### config.mk
export PLATFORM = sky130hd
export DESIGN_NAME = control_store_uop_seq_flat
export DESIGN_NICKNAME = d
export VERILOG_FILES = /design/src/rtl/control_store_uop_seq_if.sv /design/src/rtl/control_store_uop_seq.sv /design/src/flat_wrapper.sv
export SDC_FILE = /design/constraint.sdc
export NUM_CORES = 1
export LEC_CHECK = 0
export BUFFER_PORTS_ARGS = -buffer_cell sky130_fd_sc_hd__buf_2
export CAP_MARGIN = 20
export CORE_ASPECT_RATIO = 1.5
export CORE_MARGIN = 2
export CORE_UTILIZATION = 44
export CTS_CLUSTER_DIAMETER = 40
export DETAILED_ROUTE_END_ITERATION = 8
export PLACE_DENSITY = 0.77
export SLEW_MARGIN = 10
export SYNTH_ARGS = -nofsm -noshare
export SYNTH_HDL_FRONTEND = slang
export SYNTH_SLANG_ARGS = --single-unit
### constraint.sdc
create_clock -name clk -period 1.65 [get_ports clk]
set_input_delay 0.33 -clock clk [delete_from_list [all_inputs] [get_ports clk]]
set_output_delay 0.33 -clock clk [all_outputs]
set_load 0.1 [all_outputs]
### src/rtl/control_store_uop_seq_if.sv
`default_nettype none
// ============================================================================
//  Module      : control_store_uop_seq_if
//  Description : Instruction-in / micro-op-out handshake bundle for the
//                control-store micro-op sequencer.
//  Revision    : 1.0 - initial release
// ============================================================================
interface control_store_uop_seq_if #(
  parameter int CS_WIDTH = 64,
  parameter int UOP_W    = 2
);

  // Upstream instruction channel
  logic                in_valid;
  logic [CS_WIDTH-1:0] in_cs;
  logic [UOP_W-1:0]    in_last_idx;
  logic                in_ready;

  // Downstream micro-op channel
  logic                out_valid;
  logic [CS_WIDTH-1:0] out_cs;
  logic [UOP_W-1:0]    out_uop_idx;
  logic                out_first;
  logic                out_last;
  logic                out_ready;

  // Environment side: supplies instructions and consumes micro-ops
  modport master (
    output in_valid, in_cs, in_last_idx, out_ready,
    input  in_ready, out_valid, out_cs, out_uop_idx, out_first, out_last
  );

  // Sequencer side
  modport slave (
    input  in_valid, in_cs, in_last_idx, out_ready,
    output in_ready, out_valid, out_cs, out_uop_idx, out_first, out_last
  );

endinterface
`default_nettype wire

### src/rtl/control_store_uop_seq.sv
`default_nettype none
// ============================================================================
//  Module      : control_store_uop_seq
//  Description : Holds one control-store line and issues its micro-ops
//                (index 0 .. last) downstream with valid/ready handshakes.
//                Back-to-back instructions are accepted on the last uop's
//                transfer so no idle bubble appears between instructions.
//  Revision    : 1.0 - initial release
// ============================================================================
module control_store_uop_seq #(
  parameter int CS_WIDTH = 64,
  parameter int UOP_W    = 2
) (
  input  wire logic              clk,
  input  wire logic              reset,
  input  wire logic              flush,
  control_store_uop_seq_if.slave bus
);

  typedef enum logic [0:0] {
    ST_IDLE  = 1'b0,
    ST_ISSUE = 1'b1
  } state_t;

  state_t              state_q,     state_d;
  logic [CS_WIDTH-1:0] cs_q,        cs_d;
  logic [UOP_W-1:0]    last_idx_q,  last_idx_d;
  logic [UOP_W-1:0]    idx_q,       idx_d;
  logic                out_valid_q, out_valid_d;
  logic                out_first_q, out_first_d;
  logic                out_last_q,  out_last_d;

  logic                take_out;
  logic                take_in;
  logic                in_ready;
  logic [UOP_W-1:0]    idx_inc;

  // Handshake qualifiers; in_ready opens in IDLE or when the last uop leaves
  always_comb begin
    take_out = out_valid_q && bus.out_ready;
    in_ready = !reset && !flush &&
               ((state_q == ST_IDLE) || (take_out && out_last_q));
    take_in  = bus.in_valid && in_ready;
    idx_inc  = idx_q + UOP_W'(1);
  end

  // Next-state and next-output computation; flush beats both transfers
  always_comb begin
    state_d     = state_q;
    cs_d        = cs_q;
    last_idx_d  = last_idx_q;
    idx_d       = idx_q;
    out_valid_d = out_valid_q;
    out_first_d = out_first_q;
    out_last_d  = out_last_q;

    if (flush) begin
      // Line and index are kept; they are don't-care while nothing is valid
      state_d     = ST_IDLE;
      out_valid_d = 1'b0;
      out_first_d = 1'b0;
      out_last_d  = 1'b0;
    end else if (take_in) begin
      state_d     = ST_ISSUE;
      cs_d        = bus.in_cs;
      last_idx_d  = bus.in_last_idx;
      idx_d       = '0;
      out_valid_d = 1'b1;
      out_first_d = 1'b1;
      out_last_d  = (bus.in_last_idx == '0);
    end else if (take_out) begin
      if (out_last_q) begin
        state_d     = ST_IDLE;
        out_valid_d = 1'b0;
        out_first_d = 1'b0;
        out_last_d  = 1'b0;
      end else begin
        idx_d       = idx_inc;
        out_first_d = 1'b0;
        out_last_d  = (idx_inc == last_idx_q);
      end
    end
  end

  // Sequencer state register with synchronous reset
  always_ff @(posedge clk) begin
    if (reset) begin
      state_q     <= ST_IDLE;
      cs_q        <= '0;
      last_idx_q  <= '0;
      idx_q       <= '0;
      out_valid_q <= 1'b0;
      out_first_q <= 1'b0;
      out_last_q  <= 1'b0;
    end else begin
      state_q     <= state_d;
      cs_q        <= cs_d;
      last_idx_q  <= last_idx_d;
      idx_q       <= idx_d;
      out_valid_q <= out_valid_d;
      out_first_q <= out_first_d;
      out_last_q  <= out_last_d;
    end
  end

  assign bus.in_ready    = in_ready;
  assign bus.out_valid   = out_valid_q;
  assign bus.out_cs      = cs_q;
  assign bus.out_uop_idx = idx_q;
  assign bus.out_first   = out_first_q;
  assign bus.out_last    = out_last_q;

endmodule
`default_nettype wire

### src/flat_wrapper.sv
// flat-port wrapper written by rule: the top's interface ports become plain ports
module control_store_uop_seq_flat 
#(
  parameter int CS_WIDTH = 64,
  parameter int UOP_W    = 2
)
  (clk, reset, flush, bus_in_valid, bus_in_cs, bus_in_last_idx, bus_out_ready, bus_in_ready, bus_out_valid, bus_out_cs, bus_out_uop_idx, bus_out_first, bus_out_last);
  control_store_uop_seq_if #(.CS_WIDTH(CS_WIDTH), .UOP_W(UOP_W)) bus_i ();
  input  wire logic clk;
  input  wire logic reset;
  input  wire logic flush;
  input wire logic [$bits(bus_i.in_valid)-1:0] bus_in_valid;
  input wire logic [$bits(bus_i.in_cs)-1:0] bus_in_cs;
  input wire logic [$bits(bus_i.in_last_idx)-1:0] bus_in_last_idx;
  input wire logic [$bits(bus_i.out_ready)-1:0] bus_out_ready;
  output wire logic [$bits(bus_i.in_ready)-1:0] bus_in_ready;
  output wire logic [$bits(bus_i.out_valid)-1:0] bus_out_valid;
  output wire logic [$bits(bus_i.out_cs)-1:0] bus_out_cs;
  output wire logic [$bits(bus_i.out_uop_idx)-1:0] bus_out_uop_idx;
  output wire logic [$bits(bus_i.out_first)-1:0] bus_out_first;
  output wire logic [$bits(bus_i.out_last)-1:0] bus_out_last;
  assign bus_i.in_valid = bus_in_valid;
  assign bus_i.in_cs = bus_in_cs;
  assign bus_i.in_last_idx = bus_in_last_idx;
  assign bus_i.out_ready = bus_out_ready;
  assign bus_in_ready = bus_i.in_ready;
  assign bus_out_valid = bus_i.out_valid;
  assign bus_out_cs = bus_i.out_cs;
  assign bus_out_uop_idx = bus_i.out_uop_idx;
  assign bus_out_first = bus_i.out_first;
  assign bus_out_last = bus_i.out_last;
  control_store_uop_seq #(.CS_WIDTH(CS_WIDTH), .UOP_W(UOP_W)) u_core (.clk(clk), .reset(reset), .flush(flush), .bus(bus_i));
endmodule
* Yosys cells after proc, flatten, opt, wreduce, memory -nomap -nowiden
Cells that the tools add are included.
** Operators by class
- Muxes and demuxes :: 11
- Bitwise operators :: 2
- Reduce and logical (&&, ||, !) cells :: 15
- Equality and inequality tests :: 2
- $lt $le $gt $ge :: 0
- $mul :: 0
- Shift-type cells :: 0
- Add/sub/neg operators :: 1
- Divide/modulo/power cells :: 0
** Operator list (count)
- $mux W1 :: 8
- $mux W2 :: 3
- $logic_and A1 B1 Y1 :: 5
- $reduce_and A2 Y1 :: 2
- $reduce_bool A2 Y1 :: 2
- $reduce_and A3 Y1 :: 1
- $add A2 B1 Y2 const B :: 1
- $eq A2 B2 Y1 :: 1
- $logic_not A1 Y1 :: 2
- $logic_not A2 Y1 :: 1
- $ne A2 B2 Y1 const B :: 1
- $not A1 Y1 :: 2
- $reduce_or A2 Y1 :: 1
- $logic_or A1 B1 Y1 :: 1
** Storage, ports and cells
- Bits in read-only memories :: 0
- Memories kept :: 0
- Latch bits :: 0
- Output and inout port bits :: 70
- Flip-flop bits (word level) :: 71
- Input port bits :: 71
- RAM bits :: 0

* Logic depth before layout (Yosys ltp)
Gate-level depths: netlist of the first run.
- Depth after elaboration :: 7
- Mapped depth :: 8
- Mapped depth without buffers :: 4

* Worst setup path after synthesis of the first run
OpenSTA, ideal clock, no wires.
- Path kind :: register to output
- From :: register u_core.out_last_q (netlist: u_core.bus.out_last)
- To :: output port bus_in_ready
- Slack :: -1963 ps
- Required time :: 1320 ps
- Arrival time :: 3283 ps
- Cell stages (with the launch flop) :: 3
- Cell sequence :: dfxtp_1 > a21oi_1 > nor3_1
** Between the ends
- Word-level cells in the longest chain between the ends :: 3
** RTL lines
- start: declaration :: line control_store_uop_seq.sv:31 : logic out_last_q, out_last_d;
- start signal: assignment :: line control_store_uop_seq.sv:102 : out_last_q <= out_last_d;
- $logic_and A1 B1 Y1 :: line control_store_uop_seq.sv:42 : ((state_q == ST_IDLE) || (take_out && out_last_q));
- $logic_or A1 B1 Y1 :: line control_store_uop_seq.sv:42
- $logic_and A1 B1 Y1 :: line control_store_uop_seq.sv:41 : in_ready = !reset && !flush &&
- end: declaration :: line flat_wrapper.sv:16 : output wire logic [$bits(bus_i.in_ready)-1:0] bus_in_ready;
Every way passes these cells.

* Worst setup path in the final report of the first run
- From :: register u_core.state_q
- To :: output port bus_in_ready
** Between the ends
- Word-level cells in the longest chain between the ends :: 4
** RTL lines
- start: declaration :: line control_store_uop_seq.sv:25 : state_t state_q, state_d;
- start signal: assignment :: line control_store_uop_seq.sv:96 : state_q <= state_d;
- $logic_and A1 B1 Y1 (2 in series)
- $logic_or A1 B1 Y1 (*) :: line control_store_uop_seq.sv:42
- $logic_and A1 B1 Y1 (*) :: line control_store_uop_seq.sv:41
Mark *: on every way between the ends. The rest lies on a longest branch, timed or not.

==> impl_metrics.yaml, run 1 <==
floorplan:
  start_util_pct: 45.1
  core_mm2: 0.00579
  die_y_um: 98.3
  pin_count: 141
  num_rows: 34
  die-area_mm2: 0.00657
  die_w_um: 66.9
global_route:
  antenna_found_initial: 0
  grt_max_degree: 43
  grtUsageTotal_pct: 20.2
  grt-ovfl-total: 0
  grt_pass1_wl_um: 10300
  first_global_vias: 2388
layout:
  layout_commonest_cell: "buf_2"
  nets: 530
  drive_above_1_share_pct: 37.1
  final_cell_mix: "buf_2, nand2_1, dfxtp_1, a21oi_1, clkbuf_8"
  syn_to_final_growth_pct: 39.2
  final_area_mm2: 0.00363
  diodes: 0
timing:
  fin_crit_sh_pct: 95.9
  relSlewSlack_pct: 66.0
  setup_viol: 0
  clock-skew-final_ns: 0.00863
  max_slew.worst_pin.slew_ns: 0.503
  hold_viol_final: 0
  period_needed_ns: 1.58
  rsz0062_at_grt: "no"
  slew_violations: 0
  layout_setup_ws_ns: 0.0677
  fmax_mhz: 632
cts:
  hold_buffers: 0
  cts_buffer_depth: 2
  postCtsSetupBuffers: 0
  clock_sinks: 71
  cts-resized-gates: 0
  cts-root-buf: "clkbuf_8"
  cts.clk_slew.worst_paths_ns: 0.07
  cts_tree: "done"
  htree_levels: 3
  cts_buffers: 9
  clock_latency_ns: 0.32
place:
  place_ws_ns: 0.173
  io_buffers: 140
  placed_area_mm2: 0.00341
  routabilityCongestion: 0.909
  dp_hpwl_um: 4760
setup_path:
  slowest_delay_ns: 0.36
  cp_cell_sequence: "inv_2, a21oi_4, nor3_4, buf_12"
  arrival_ns: 1.25
  worst-setup-path-type: "reg2out"
  cpMaxStageDelayCell: "dfxtp_4"
  startpoint_type: "flop"
  r2r-start: "u_core.state_q$_SDFFE_PP0P_"
  startpoint: "u_core.state_q$_SDFFE_PP0P_"
  cp.required_ns: 1.32
  crit_fanout: 6
  cp-end-kind: "output port"
synthesis:
  synth-seq-cells: 71
  yosysWarnings: 0
  syn-num-nets: 394
  synth.cell_area_mm2: 0.00261
  yosysTopAreaCellShare_pct: 54.5
  syn_avg_cell_area_um2: 8.08
  synth_cell_type_count: 29
  synth_top_area_cell: "dfxtp_1"
  synth_cells: 323
  ys_top_cells_by_area: "dfxtp_1, nand2_1, a21oi_1"
  ys_seq_area_share_pct: 54.5
hold_path:
  holdCritPathClass: "in2reg"
  min-delay-start: "bus_in_cs[58]"
route:
  drt_iter0_drc: 80
  ant_nets: 0
  wire_per_inst_um: 12.0
  first_pass_iters: 4
  drc: 0
  routed_via_density: 4.77
  routed_wl_um: 6440
  vias: 2555
power:
  ir_drop_mv: 0.992
  p_switching_w: 0.00120
  netSwitchingFraction_pct: 29.5
  p_int_w: 0.00287
  p_clk_share_pct: 37.8
  comb_power_share_pct: 18.0
  seq_power_share_pct: 44.2
  power_density_mw_per_mm2: 1120
  p_leak_nw: 1.66
flow_run:
  drv_cap: 0
outcome:
  status: "completed"
==> state kept, by name (all words and copies together) (netlist names) <==
signal,count
u_core.bus.out_uop_idx,2
u_core.bus.out_first,1
u_core.bus.out_last,1
u_core.state_q,1
u_core.bus.out_cs,64
u_core.last_idx_q,2
==> per-layer routing <==
| layer | GRT usage, % | up-vias | share of wire (%) |
|---|---|---|---|
| li1 | - | 1314 | - |
| met1 | 21.7 | 1144 | 40 |
| met2 | 36.1 | 87 | 51 |
| met3 | 5.65 | 10 | 7.5 |
| met4 | 8.63 | 0 | 1.6 |
| met5 | 0 | - | 0 |
==> area by class of cell <==
type                       count  area [um^2]
fill                         554         2150
clock buffer                  13          159
timing repair buffer         148          828
inverter                       2         7.51
tap                           72         90.1
sequential                    71         1430
multi-input combinational    227         1050
clock inverter                 3         65.1
==> metrics by stage <==
step                instances  util [%]  hold WS, ns  TNS (ns)  total power, W
floorplan                 323         -        0.445    -0.160         0.00239
global placement          520      58.9        0.438         0         0.00257
detailed placement        520      58.9        0.443         0         0.00257
CTS                       536      62.7        0.219         0         0.00410
global route              536      62.8        0.213         0         0.00423
finish                    536      62.8        0.234         0         0.00407
==> worst max-delay path, delay by kind of cell (launching register included) <==
kind            cells  cell delay, ns
simple gates        1            0.22
flops               1            0.36
compound gates      1            0.05
buf+inv             2            0.30
==> cell families after synthesis <==
family	count (synthesis)	synth area share, %
simple gates	151	23.7
compound gates	73	14.6
flops	71	54.5
buf+inv	25	6.09
mux	2	0.767
xor+xnor	1	0.336
==> worst paths after layout <==
| path | depth (start not counted) | endpoint | slack (ns) |
|---|---|---|---|
| max | 4 | bus_in_ready | 0.07 |
| min | 3 | u_core.bus.out_cs[58]$_SDFFE_PP0P_ | 0.23 |
| max reg2reg | 5 | u_core.bus.out_cs[51]$_SDFFE_PP0P_ | 0.24 |
| min reg2reg | 2 | u_core.bus.out_cs[38]$_SDFFE_PP0P_ | 0.45 |
==> synth_stat cells (all sizes together) <==
cell,n
o221ai,1
a21oi,68
nand2,136
nor2b,2
nor3b,2
clkbuf,11
buf,12
and4,1
nor2,2
a21bo,1
dfxtp,71
a31oi,1
o21a,1
nand4,1
o21ai,1
mux2i,2
nor3,1
nand3,2
xnor2,1
nand3b,2
and3,1
nor4b,1
inv,2
==> power by group through the flow <==
| stage | Combinational, W | Sequential (W) | Clock (W) |
|---|---|---|---|
| 2_1_floorplan | 0.000165 | 0.00223 | 0 |
| 3_3_place_gp | 0.000729 | 0.00184 | 0 |
| 3_5_place_dp | 0.000734 | 0.00184 | 0 |
| 4_1_cts | 0.000735 | 0.00180 | 0.00157 |
| 5_1_grt | 0.000771 | 0.00181 | 0.00165 |
| 6_report | 0.000732 | 0.00180 | 0.00154 |
(Power assumes the default switching activity.)
==> run 2: changes to the inputs <==
--- a/config.mk
+++ b/config.mk
@@ -5,7 +5,7 @@
 export SDC_FILE = /design/constraint.sdc
 export NUM_CORES = 1
 export LEC_CHECK = 0
-export BUFFER_PORTS_ARGS = -buffer_cell sky130_fd_sc_hd__buf_2
+export BUFFER_PORTS_ARGS = -buffer_cell sky130_fd_sc_hd__buf_4
 export CAP_MARGIN = 20
 export CORE_ASPECT_RATIO = 1.5
 export CORE_MARGIN = 2
==> run 2 against run 1 <==
Net effect: clock-buffer cell count down 1; first-iteration DRC count up 48%; wire length up 4.2%; cell area up 8.1%; sequential cell count unchanged; sequential power about the same.
==> impl_metrics.yaml, run 2 (synthesized netlist as in run 1, its figures left out) <==
place:
  routabilityCongestion: 0.872
  dp_hpwl_um: 4910
  io_buffers: 140
timing:
  setup_viol: 0
  clock-skew-final_ns: 0.00389
  period_needed_ns: 1.53
  rsz0062_at_grt: "no"
  max_slew.worst_pin.slew_ns: 0.529
  relSlewSlack_pct: 64.2
  fmax_mhz: 656
  slew_violations: 0
  fin_crit_sh_pct: 92.5
  hold_viol_final: 0
route:
  routed_wl_um: 6710
  drt_iter0_drc: 118
  routed_via_density: 4.86
  ant_nets: 0
  vias: 2606
  first_pass_iters: 5
  wire_per_inst_um: 12.5
  drc: 0
global_route:
  use_met2_pct: 36.2
  grt_pass1_wl_um: 10900
  first_global_vias: 2584
  met1_usage_pct: 23.1
  grt.busiest_layer: "met2"
  grtUsageTotal_pct: 21.3
  use_met3_pct: 7.83
  grt-ovfl-total: 0
  antenna_found_initial: 0
  grt_max_degree: 40
flow_run:
  drv_cap: 0
cts:
  hold_buffers: 0
  cts_buffers: 9
  htree_levels: 3
  cts_buffer_depth: 2
  cts_tree: "done"
  clock_sinks: 71
  cts.clk_slew.worst_paths_ns: 0.07
  postCtsSetupBuffers: 0
  clock_latency_ns: 0.32
  cts-root-buf: "clkbuf_8"
setup_path:
  rr_endpoint: "u_core.bus.out_uop_idx[1]$_SDFFE_PP0P_"
  cp-end-kind: "output port"
  r2r_slack_ns: 0.33
  crit_fanout: 6
  worst-setup-path-type: "reg2out"
  arrival_ns: 1.20
  crit_path_end: "bus_in_ready"
  cp.required_ns: 1.32
  r2r-start: "u_core.state_q$_SDFFE_PP0P_"
  startpoint: "u_core.state_q$_SDFFE_PP0P_"
  startpoint_type: "flop"
  r2r_cells: 4
floorplan:
  start_util_pct: 45.1
  num_rows: 34
  die_y_um: 98.3
  die_w_um: 66.9
  die-area_mm2: 0.00657
  pin_count: 141
  core_mm2: 0.00579
layout:
  layout_commonest_cell: "buf_4"
  nets: 531
  syn_to_final_growth_pct: 50.6
  final_util_pct: 67.9
  drive_above_1_share_pct: 37.5
  final_cell_mix: "buf_4, nand2_1, dfxtp_1, a21oi_1, clkbuf_8"
  largest_reg_flops: 64
  diodes: 0
power:
  power_density_mw_per_mm2: 992
  ir_drop_mv: 0.629
  power_w: 0.00390
  p_leak_nw: 1.70
outcome:
  status: "completed"
hold_path:
  min-delay-start: "bus_in_cs[56]"
  min_path_cells: 3
  holdCritPathClass: "in2reg"
run 2: changes by cell type in the layout (fill, tap and decap cells not counted):
cell / change
buf_12: -2
buf_2: -138
buf_4: +142
bufinv_16: -2
clkbuf_1: -2
clkbuf_16: +1
clkbuf_4: -1
clkinv_2: +2
run 2: repair_timing:
item	4_1_cts	5_1_grt
setup endpoints to repair	1	1
resized for setup	1	2
pin swaps	0	1
cloned	0	0
run 2: power breakdown:
part | leakage, nW | switching, W | internal, W
clock | 0.103 | 0.000584 | 0.000703
sequential | 0.578 | 0.0000333 | 0.00177
combinational | 1.02 | 0.000568 | 0.000240
run 2: cell type report:
type / instances / area [um^2]
tap: 72 / 90.1
timing repair buffer: 149 / 1160
multi-input combinational: 227 / 1050
fill: 503 / 1860
clock buffer: 12 / 176
inverter: 2 / 7.51
clock inverter: 3 / 15.0
sequential: 71 / 1430
run 2: stage by stage:
step | instances | setup slack [ns] | area [um^2] | setup TNS, ns | hold slack [ns]
floorplan | 323 | -0.160 | 2640 | -0.160 | 0.445
global placement | 521 | 0.244 | 3720 | 0 | 0.442
detailed placement | 521 | 0.196 | 3720 | 0 | 0.447
CTS | 536 | 0.0249 | 3920 | 0 | 0.221
global route | 536 | 0.0622 | 3930 | 0 | 0.226
finish | 536 | 0.125 | 3930 | 0 | 0.241
run 2: how the worst min path moves through the flow:
| stage | to | slack (ns) |
|---|---|---|
| floorplan | u_core.last_idx_q[0]$_SDFFE_PP0P_ | 0.44 |
| CTS | u_core.bus.out_cs[56]$_SDFFE_PP0P_ | 0.22 |
| global route | u_core.bus.out_cs[55]$_SDFFE_PP0P_ | 0.23 |
| detailed placement | u_core.bus.out_cs[40]$_SDFFE_PP0P_ | 0.45 |
| global placement | u_core.bus.out_cs[21]$_SDFFE_PP0P_ | 0.44 |
| finish | u_core.bus.out_cs[56]$_SDFFE_PP0P_ | 0.24 |
run 2: layer usage:
layer / wire, um / vias to the layer above
met5: 0 / -
met4: 184 / 0
met3: 607 / 16
met2: 3320 / 104
met1: 2600 / 1168
li1: - / 1318
run 2: critical path: stages, from the launching register on:
cell	delay, ns
dfxtp_4	0.36
inv_2	0.10
a21oi_4	0.05
nor3_4	0.16
buf_12	0.20
==> run 3: changes to the inputs <==
--- a/config.mk
+++ b/config.mk
@@ -13,6 +13,7 @@
 export CTS_CLUSTER_DIAMETER = 40
 export DETAILED_ROUTE_END_ITERATION = 8
 export PLACE_DENSITY = 0.77
+export SETUP_SLACK_MARGIN = 0.4
 export SLEW_MARGIN = 10
 export SYNTH_ARGS = -nofsm -noshare
 export SYNTH_HDL_FRONTEND = slang
==> run 3 against run 2 <==
Net effect: the run now fails in global routing (5_1_grt); synthesized area unchanged; synthesized cell count unchanged.
==> impl_metrics.yaml, run 3 <==
synthesis:
  yosysWarnings: 0
  yosysMostFrequentCell: "nand2_1"
  synth_xor_xnor_area_share_pct: 0.336
  synth_edf_count: 0
  syn-num-nets: 394
  synth.cell_area_mm2: 0.00261
  synthTopCellsByCount: "nand2_1, dfxtp_1, a21oi_1, clkbuf_1, buf_2"
  yosys.area_share.simple_pct: 23.7
  synth_fa_ha_area_share_pct: 0
  ys_seq_area_share_pct: 54.5
  synth-seq-cells: 71
  syn_avg_cell_area_um2: 8.08
  synth_cell_type_count: 29
  synth_cells: 323
  synthArstFlopShare_pct: 0
  ys_top_cells_by_area: "dfxtp_1, nand2_1, a21oi_1"
  synth_top_family_by_area: "simple AND/OR/NAND/NOR gates"
  yosysTopAreaCellShare_pct: 54.5
  synthMuxAreaShare_pct: 0.767
  synth_compound_area_share_pct: 14.6
  ys.flop_type: "dfxtp_1"
  synth_top_area_cell: "dfxtp_1"
place:
  dp_hpwl_um: 4980
  routabilityCongestion: 0.829
  io_buffers: 140
  place_ws_ns: 0.168
  place_inst: 519
  placed_area_mm2: 0.00389
floorplan:
  die_w_um: 66.9
  die_y_um: 98.3
  start_util_pct: 45.1
  num_rows: 34
  pin_count: 141
cts:
  htree_levels: 3
  hold_buffers: 0
  cts-root-buf: "clkbuf_8"
  cts_buffer_depth: 2
  clock_sinks: 71
  cts_buffers: 9
outcome:
  status: "did not finish"
  error_line: "[ERROR DPL-0033] detailed placement checks failed during check placement."
  lastStage: "global routing (5_1_grt)"
global_route:
  antenna_found_initial: 0
  grt_max_degree: 55
timing:
  worst_endpoint_kind: "output port"
  worstEndpointGrtRepair: "bus_in_ready"
-- run 3: logic make-up after synthesis --
group | Yosys count
compound gates | 73
xor+xnor | 1
buf+inv | 25
flops | 71
mux | 2
simple gates | 151
-- run 3: what timing repair did --
action,in CTS
gates cloned,6
setup buffers,15
setup endpoints to repair,137
pin swaps,3
resized for setup,94
endpoints found under the hold margin,0
-- run 3: through the flow --
stage / hold WS (ns) / utilization [%]
after CTS: 0.218 / 81.9
after detailed placement: 0.443 / 67.3
after global placement: 0.439 / 67.3
after floorplan: 0.445 / -
==> run 4: changes to the inputs <==
--- a/config.mk
+++ b/config.mk
@@ -7,13 +7,10 @@
 export LEC_CHECK = 0
 export BUFFER_PORTS_ARGS = -buffer_cell sky130_fd_sc_hd__buf_4
 export CAP_MARGIN = 20
-export CORE_ASPECT_RATIO = 1.5
 export CORE_MARGIN = 2
-export CORE_UTILIZATION = 44
-export CTS_CLUSTER_DIAMETER = 40
+export CORE_UTILIZATION = 35
 export DETAILED_ROUTE_END_ITERATION = 8
-export PLACE_DENSITY = 0.77
-export SETUP_SLACK_MARGIN = 0.4
+export PLACE_DENSITY_LB_ADDON = 0.15
 export SLEW_MARGIN = 10
 export SYNTH_ARGS = -nofsm -noshare
 export SYNTH_HDL_FRONTEND = slang
==> run 4 against run 3 <==
Net effect: the flow now finishes without violations.
==> impl_metrics.yaml, run 4 (synthesized netlist as in run 1, its figures left out) <==
timing:
  clock-skew-final_ns: 0.00523
  max_slew.worst_pin.slew_ns: 0.675
  fin_crit_sh_pct: 96.5
  finalSetupTns_ns: 0
  setup_viol: 0
  fin_hold_ws_ns: 0.234
  hold_viol_final: 0
  period_needed_ns: 1.59
  slew_violations: 0
  fmax_mhz: 628
  relSlewSlack_pct: 55.0
  rsz0062_at_grt: "no"
setup_path:
  startpoint_type: "flop"
  path_delay_family: "flip-flops"
  slowest_delay_ns: 0.36
  crit_fanout: 6
  r2r_cells: 5
  worst-setup-path-type: "reg2out"
  cp.required_ns: 1.32
  cpMaxStageDelayCell: "dfxtp_4"
  cp-end-kind: "output port"
  crit_buf_inv: 2
  rr_endpoint: "u_core.bus.out_last$_SDFFE_PP0P_"
  r2r_slack_ns: 0.23
  arrival_ns: 1.26
  cp_cell_sequence: "inv_2, a21oi_4, nor3_4, buf_6"
  r2r-start: "u_core.state_q$_SDFFE_PP0P_"
place:
  dp_hpwl_um: 4570
  place_inst: 545
  routabilityCongestion: 0.768
  placed_area_mm2: 0.00375
  io_buffers: 140
flow_run:
  drv_cap: 0
hold_path:
  min_path_cells: 3
  min-delay-start: "bus_in_cs[29]"
  holdCritPathClass: "in2reg"
  holdPathEnd: "u_core.bus.out_cs[29]$_SDFFE_PP0P_"
cts:
  htree_levels: 3
  cts-resized-gates: 1
  clock_latency_ns: 0.33
  clock_sinks: 71
  cts_tree: "done"
  cts_buffer_depth: 2
  cts-root-buf: "clkbuf_8"
  cts_buffers: 9
  hold_buffers: 0
  postCtsSetupBuffers: 0
  cts.clk_slew.worst_paths_ns: 0.07
floorplan:
  die_w_um: 90.3
  start_util_pct: 36.0
  num_rows: 31
  die-area_mm2: 0.00816
  pin_count: 141
  die_y_um: 90.3
  core_mm2: 0.00725
layout:
  largest_reg_flops: 64
  final_cell_count_no_fill: 560
  final_area_mm2: 0.00396
  syn_to_final_growth_pct: 51.7
  drive_above_1_share_pct: 36.9
  nets: 528
  layout_commonest_cell: "buf_4"
  diodes: 0
  final_cell_mix: "buf_4, nand2_1, dfxtp_1, a21oi_1, clkbuf_8"
  nFillCells: 731
route:
  routed_wl_um: 6780
  routed_via_density: 4.48
  ant_nets: 0
  wire_per_inst_um: 12.1
  drc: 0
  first_pass_iters: 4
  vias: 2508
  drt_iter0_drc: 80
power:
  p_leak_nw: 1.69
  power_density_mw_per_mm2: 1020
  power_w: 0.00403
  ir_drop_mv: 0.508
global_route:
  grt-ovfl-total: 0
  grt_pass1_wl_um: 10900
  grt_max_degree: 68
  grtUsageTotal_pct: 16.5
  antenna_found_initial: 0
  first_global_vias: 2244
outcome:
  status: "completed"
==> run 4: metal layers <==
layer / wire, um / part of all wire [%] / global-route usage [%]
met1: 3110 / 46 / 22.4
met2: 3010 / 44 / 24.2
met3: 547 / 8.1 / 5.43
met4: 114 / 1.7 / 6.92
met5: 0 / 0 / 0
==> run 4: how the worst max path moves through the flow <==
| stage | depth (start not counted) | to | slack [ns] | from |
|---|---|---|---|---|
| after floorplan | 2 | bus_in_ready | -0.16 | u_core.bus.out_last$_SDFFE_PP0P_ |
| after global placement | 6 | u_core.bus.out_last$_SDFFE_PP0P_ | 0.14 | flush |
| after detailed placement | 6 | u_core.bus.out_last$_SDFFE_PP0P_ | 0.13 | flush |
| after CTS | 4 | bus_in_ready | 0.04 | u_core.state_q$_SDFFE_PP0P_ |
| after global routing | 4 | bus_in_ready | 0.02 | u_core.state_q$_SDFFE_PP0P_ |
| final | 4 | bus_in_ready | 0.06 | u_core.state_q$_SDFFE_PP0P_ |
==> run 4: layout make-up <==
type                            instances  area (um^2)  area share, %
Timing Repair Buffer                  146         1140           28.7
Clock inverter                          3         40.0           1.01
Multi-Input combinational cell        227         1050           26.6
Inverter                                2         7.51          0.190
Tap cell                               99          124           3.13
Clock buffer                           12          166           4.20
Sequential cell                        71         1430           36.1
==> run 4: stage by stage <==
stage / setup slack [ns] / utilization (%)
6_report: 0.0573 / 54.6
3_3_place_gp: 0.141 / 51.7
3_5_place_dp: 0.125 / 51.7
4_1_cts: 0.0370 / 54.6
5_1_grt: 0.0185 / 54.6
2_1_floorplan: -0.160 / -
==> run 4: power by group <==
group,total (W),internal (W),switching [W]
Clock,0.00143,0.000819,0.000614
Combinational,0.000800,0.000235,0.000565
Sequential,0.00180,0.00177,0.0000329
==> run 4: worst min-delay path, stage by stage <==
cell and delay [ns]:
buf_4 0.10, nand2_1 0.04, a21oi_1 0.05
